==> config.mk <==
export PLATFORM = sky130hd
export DESIGN_NAME = mem_access_ctrl
export DESIGN_NICKNAME = d
export VERILOG_FILES = /design/src/rtl/mem_stage_pkg.sv /design/src/rtl/mem_wait_counter.sv /design/src/rtl/mem_access_ctrl.sv
export SDC_FILE = /design/constraint.sdc
export NUM_CORES = 1
export LEC_CHECK = 0
export CORE_UTILIZATION = 55
export CTS_BUF_LIST = sky130_fd_sc_hd__clkbuf_8
export DETAILED_ROUTE_END_ITERATION = 7
export DONT_BUFFER_PORTS = 1
export PLACE_DENSITY = 0.76
export SKIP_CTS_REPAIR_TIMING = 1
export SYNTH_ARGS = -nofsm -noshare
export SYNTH_HDL_FRONTEND = slang
export SYNTH_SLANG_ARGS = --single-unit
==> constraint.sdc <==
create_clock -name clk -period 1.5 [get_ports clk]
set_input_delay 0.3 -clock clk [delete_from_list [all_inputs] [get_ports clk]]
set_output_delay 0.3 -clock clk [all_outputs]
set_load 0.01 [all_outputs]
==> src/rtl/mem_stage_pkg.sv <==
// Shared types and constants for the MEM pipeline stage controller.
package mem_stage_pkg;

  typedef enum logic [1:0] {
    IDLE = 2'd0,
    WAIT = 2'd1,
    RESP = 2'd2
  } state_t;

  localparam int DEPTH_DEFAULT = 10;
  localparam int REG_IDX_W     = 5;
  localparam int CNT_W         = 4;

endpackage

==> src/rtl/mem_wait_counter.sv <==
// Loadable down-counter that paces memory wait states; saturates at zero.
module mem_wait_counter
  import mem_stage_pkg::*;
(
  input  logic             clk,
  input  logic             rst_n,
  input  logic             i_load,
  input  logic [CNT_W-1:0] i_load_val,
  input  logic             i_dec,
  output logic [CNT_W-1:0] o_cnt,
  output logic             o_zero
);

  logic [CNT_W-1:0] r_cnt;

  always_ff @(posedge clk or negedge rst_n) begin
    if (!rst_n) begin
      r_cnt <= '0;
    end else if (i_load) begin
      r_cnt <= i_load_val;
    end else if (i_dec && (r_cnt != '0)) begin
      r_cnt <= r_cnt - 1'b1;
    end
  end

  assign o_cnt  = r_cnt;
  assign o_zero = (r_cnt == '0);

endmodule

==> src/rtl/mem_access_ctrl.sv <==
// Sequencer between EX/MEM and the data memory: load/store/pass-through with wait states.
// Optional address bounds checking is enabled by defining MEM_BOUNDS_CHECK_EN.
module mem_access_ctrl
  import mem_stage_pkg::*;
#(
  parameter int DATA_W      = 32,
  parameter int ADDR_W      = 32,
  parameter int DEPTH       = DEPTH_DEFAULT,
  parameter int WAIT_STATES = 1
) (
  input  logic                 clk,
  input  logic                 rst_n,
  input  logic                 in_valid,
  output logic                 in_ready,
  input  logic                 in_read,
  input  logic                 in_write,
  input  logic [ADDR_W-1:0]    in_addr,
  input  logic [DATA_W-1:0]    in_wdata,
  input  logic [REG_IDX_W-1:0] in_rd,
  input  logic                 in_reg_write,
  output logic                 mem_read,
  output logic                 mem_write,
  output logic [ADDR_W-1:0]    mem_addr,
  output logic [DATA_W-1:0]    mem_wdata,
  input  logic [DATA_W-1:0]    mem_rdata,
  output logic                 out_valid,
  input  logic                 out_ready,
  output logic [DATA_W-1:0]    out_data,
  output logic [REG_IDX_W-1:0] out_rd,
  output logic                 out_reg_write,
  output logic                 out_err
);

`ifdef MEM_BOUNDS_CHECK_EN
  localparam logic LP_BOUNDS_EN = 1'b1;
`else
  localparam logic LP_BOUNDS_EN = 1'b0;
`endif
  localparam logic [CNT_W-1:0] LP_CNT_INIT = CNT_W'(WAIT_STATES - 1);

  state_t                r_state;
  logic                  r_is_load;
  logic                  r_is_store;
  logic                  r_err;
  logic                  r_mem_read;
  logic                  r_mem_write;
  logic [ADDR_W-1:0]     r_mem_addr;
  logic [DATA_W-1:0]     r_mem_wdata;
  logic                  r_out_valid;
  logic [DATA_W-1:0]     r_out_data;
  logic [REG_IDX_W-1:0]  r_out_rd;
  logic                  r_out_reg_write;

  logic                  w_store;
  logic                  w_load;
  logic                  w_mem_op;
  logic                  w_oob;
  logic                  w_accept;
  logic [CNT_W-1:0]      w_cnt;
  logic                  w_cnt_zero;

  // A store wins when both read and write are requested.
  assign w_store  = in_write;
  assign w_load   = in_read && !in_write;
  assign w_mem_op = w_store || w_load;
  assign w_oob    = LP_BOUNDS_EN && (in_addr >= ADDR_W'(DEPTH));
  assign w_accept = in_valid && (r_state == IDLE);

  mem_wait_counter u_wait_counter (
    .clk        (clk),
    .rst_n      (rst_n),
    .i_load     (w_accept && w_mem_op),
    .i_load_val (LP_CNT_INIT),
    .i_dec      (r_state == WAIT),
    .o_cnt      (w_cnt),
    .o_zero     (w_cnt_zero)
  );

  always_ff @(posedge clk or negedge rst_n) begin
    if (!rst_n) begin
      r_state         <= IDLE;
      r_is_load       <= 1'b0;
      r_is_store      <= 1'b0;
      r_err           <= 1'b0;
      r_mem_read      <= 1'b0;
      r_mem_write     <= 1'b0;
      r_mem_addr      <= '0;
      r_mem_wdata     <= '0;
      r_out_valid     <= 1'b0;
      r_out_data      <= '0;
      r_out_rd        <= '0;
      r_out_reg_write <= 1'b0;
    end else begin
      case (r_state)
        IDLE: begin
          if (in_valid) begin
            r_mem_addr  <= in_addr;
            r_mem_wdata <= in_wdata;
            r_out_rd    <= in_rd;
            r_is_load   <= w_load;
            r_is_store  <= w_store;
            r_err       <= w_mem_op && w_oob;
            if (w_mem_op) begin
              r_state         <= WAIT;
              r_out_data      <= '0;
              r_out_reg_write <= w_load && in_reg_write && !w_oob;
              r_mem_read      <= w_load && !w_oob;
              // The single write pulse lands in the WAIT cycle whose count is zero.
              r_mem_write     <= w_store && !w_oob && (LP_CNT_INIT == '0);
            end else begin
              r_state         <= RESP;
              r_out_data      <= in_wdata;
              r_out_reg_write <= in_reg_write;
              r_out_valid     <= 1'b1;
            end
          end
        end
        WAIT: begin
          r_mem_write <= r_is_store && !r_err && (w_cnt == CNT_W'(1));
          if (w_cnt_zero) begin
            r_state     <= RESP;
            r_mem_read  <= 1'b0;
            r_out_valid <= 1'b1;
            if (r_is_load && !r_err) begin
              r_out_data <= mem_rdata;
            end
          end
        end
        RESP: begin
          if (out_ready) begin
            r_state     <= IDLE;
            r_out_valid <= 1'b0;
          end
        end
        default: r_state <= IDLE;
      endcase
    end
  end

  assign in_ready      = (r_state == IDLE);
  assign mem_read      = r_mem_read;
  assign mem_write     = r_mem_write;
  assign mem_addr      = r_mem_addr;
  assign mem_wdata     = r_mem_wdata;
  assign out_valid     = r_out_valid;
  assign out_data      = r_out_data;
  assign out_rd        = r_out_rd;
  assign out_reg_write = r_out_reg_write;
  assign out_err       = r_out_valid && r_err;

endmodule

==> qor.csv <==
metric;value;unit
status;finished, violations left;
violations;negative hold slack, negative setup slack;
worst_hold_slack;-0.432;ns
drtIter0Drc;248;
clock_sinks;113;
drive_gt1_share;15.7;%
cts_tree;built;
grt_pass1_vias;3996;
synth_edf_count;0;
start_util;57.2;%
cts_max_level;4;
synth_cell_types;35;
track_usage;27.2;%
vias_per_cell;5.89;
ys.flop_type;dfrtp_1;
io_pins;215;
critPathArrivalTime;1.88;ns
dr.pass1.iters;5;
final-setup-viol-count;33;
clock.fmax;631;MHz
antenna_cells;0;
die_area;9490;sq um
crit_fanout;7;
cts_buffer_depth;2;
end_kind;flip-flop;
cp-start-kind;flip-flop;
nNetsFinal;734;
io_buffers;0;
peakVddDrop;1.10;mV
design_area;6420;sq um
finalCriticalPeriod;1.58;ns
area_growth_syn_to_layout;28.3;%
gp_congestion;0.877;
die_w;97.4;um
finalMaxSlewViolations;0;
cellLeakagePower;0.00299;uW
clkTransAtPathRegs;0.07;ns
multi_input_area;2010;sq um
drc;0;
hold_viol;114;
synthArstFlopShare;100;%
ys_seq_elements;113;
synthCells;548;
placed_area;5170;sq um
layout_commonest_cell;nand2_1;
cts-root-buf;clkbuf_8;
dp_hpwl;8.63;mm
finalCritPeriodShare;106;%
maxCapViolations;0;
p_per_area;2300;nW/um^2
timing.setup.tns;-1.70;ns
fin_ws;-0.0845;ns
ant_nets;0;
rsz0062_at_grt;true;
fill_cells;604;
grt_pass1_wl;20.2;mm
grt-ovfl-total;0;
synth_seq_area_share;56.5;%
die_h;97.4;um
core_area;8760;sq um
clock_latency;0.42;ns
syn-num-nets;659;
crit_type;flip-flop to flip-flop;
detail_route.wl_per_cell;19.4;um
clock_skew;0.0153;ns
grt_max_degree;114;
seq_area;2830;sq um
min_path_type;primary input to asynchronous set/reset pin;
core.rowCount;34;
synthesis.area;5010;sq um
antenna_found_initial;0;
layout_common_cells;nand2_1 (249), dfrtp_1 (112), dlygate4sd3_1 (60), nand3_1 (33), a211oi_1 (28);
dp_slack;-0.0234;ns
cts_buffers;17;
num_vias;4382;
syn_area_per_cell;9.14;sq um
yosys_warnings;0;
drt-total-wl;14.4;mm
required;1.79;ns
[final timing paths]
| path | from | to | slack [ns] | depth (start not counted) |
|---|---|---|---|---|
| min in group clk | in_wdata[30] | mem_wdata[30] | -0.01 | 2 |
| worst max register to register | u_wait_counter.o_cnt[0] | out_data[16] | -0.08 | 6 |
| worst max-delay path | u_wait_counter.o_cnt[0] | out_data[16] | -0.08 | 6 |
| worst min register to register | r_is_load | r_is_load | 0.48 | 2 |
| max in group asynchronous | rst_n | u_wait_counter.o_cnt[2] | 1.66 | 0 |
| worst min-delay path | rst_n | mem_wdata[15] | -0.43 | 0 |
[synthesized netlist by cell type (all sizes together) (4+ instances only)]
cell type	n	share of area, %
o21ai	5	0.50
nand2	249	19
inv	4	0.30
a21oi	6	0.67
a211oi	32	4.8
dfrtp	113	56
a31oi	33	4.1
buf	32	4.9
nand3	34	3.4
clkbuf	12	0.90
[state kept, by name, indices dropped and copies added (netlist names)]
| signal | count |
|---|---|
| r_state | 2 |
| r_is_store | 1 |
| out_rd | 5 |
| r_is_load | 1 |
| mem_addr | 32 |
| mem_wdata | 32 |
| mem_write | 1 |
| out_valid | 1 |
| out_data | 32 |
| mem_read | 1 |
| u_wait_counter.o_cnt | 4 |
| out_reg_write | 1 |
[per-layer routing]
metal / vias up / GRT usage (%) / wire, um
met5: - / 0 / 0
met4: 0 / 13.0 / 317
met3: 24 / 10.4 / 1450
met2: 262 / 42.7 / 7220
met1: 2124 / 33.2 / 5440
li1: 1972 / - / -
[cell type report]
cell class,count,share of cell area [%]
clock inverters,14,1.97
multi-input cells,387,31.3
inverters,4,0.234
repair buffers,100,16.5
clock buffers,18,3.86
well taps,108,2.10
flip-flops and latches,113,44.0
[stage by stage]
stage	total power, uW	cells	hold slack, ns	util (%)
2_1_floorplan	9640	548	0.00441	-
3_3_place_gp	10800	642	0.00687	59.0
3_5_place_dp	11100	642	0.00642	59.0
4_1_cts	13800	674	-0.469	63.2
5_1_grt	15700	744	-0.465	73.3
6_report	14800	744	-0.432	73.3
[cell families after synthesis]
logic type / count (synthesis) / synth area share [%]
and+or+nand+nor: 299 / 24.9
muxes: 2 / 0.400
DFF: 113 / 56.5
buffers and inverters: 48 / 6.12
adders and majority gates: 3 / 0.750
other: 1 / 0.0749
AOI/OAI and AO/OA: 82 / 11.3
[report_power, final]
group / switching, uW / internal [uW]
sequential: 1870 / 4580
clock: 1230 / 1480
combinational: 3150 / 2480
total: 6260 / 8540
[worst max-delay path, stage by stage (launching register included)]
cell	delay (ns)
dfrtp_1	0.42
inv_2	0.09
ha_4	0.13
nor3b_4	0.31
a21o_4	0.26
clkbuf_16	0.17
a31oi_1	0.08
Power figures use the tool's default switching activity.
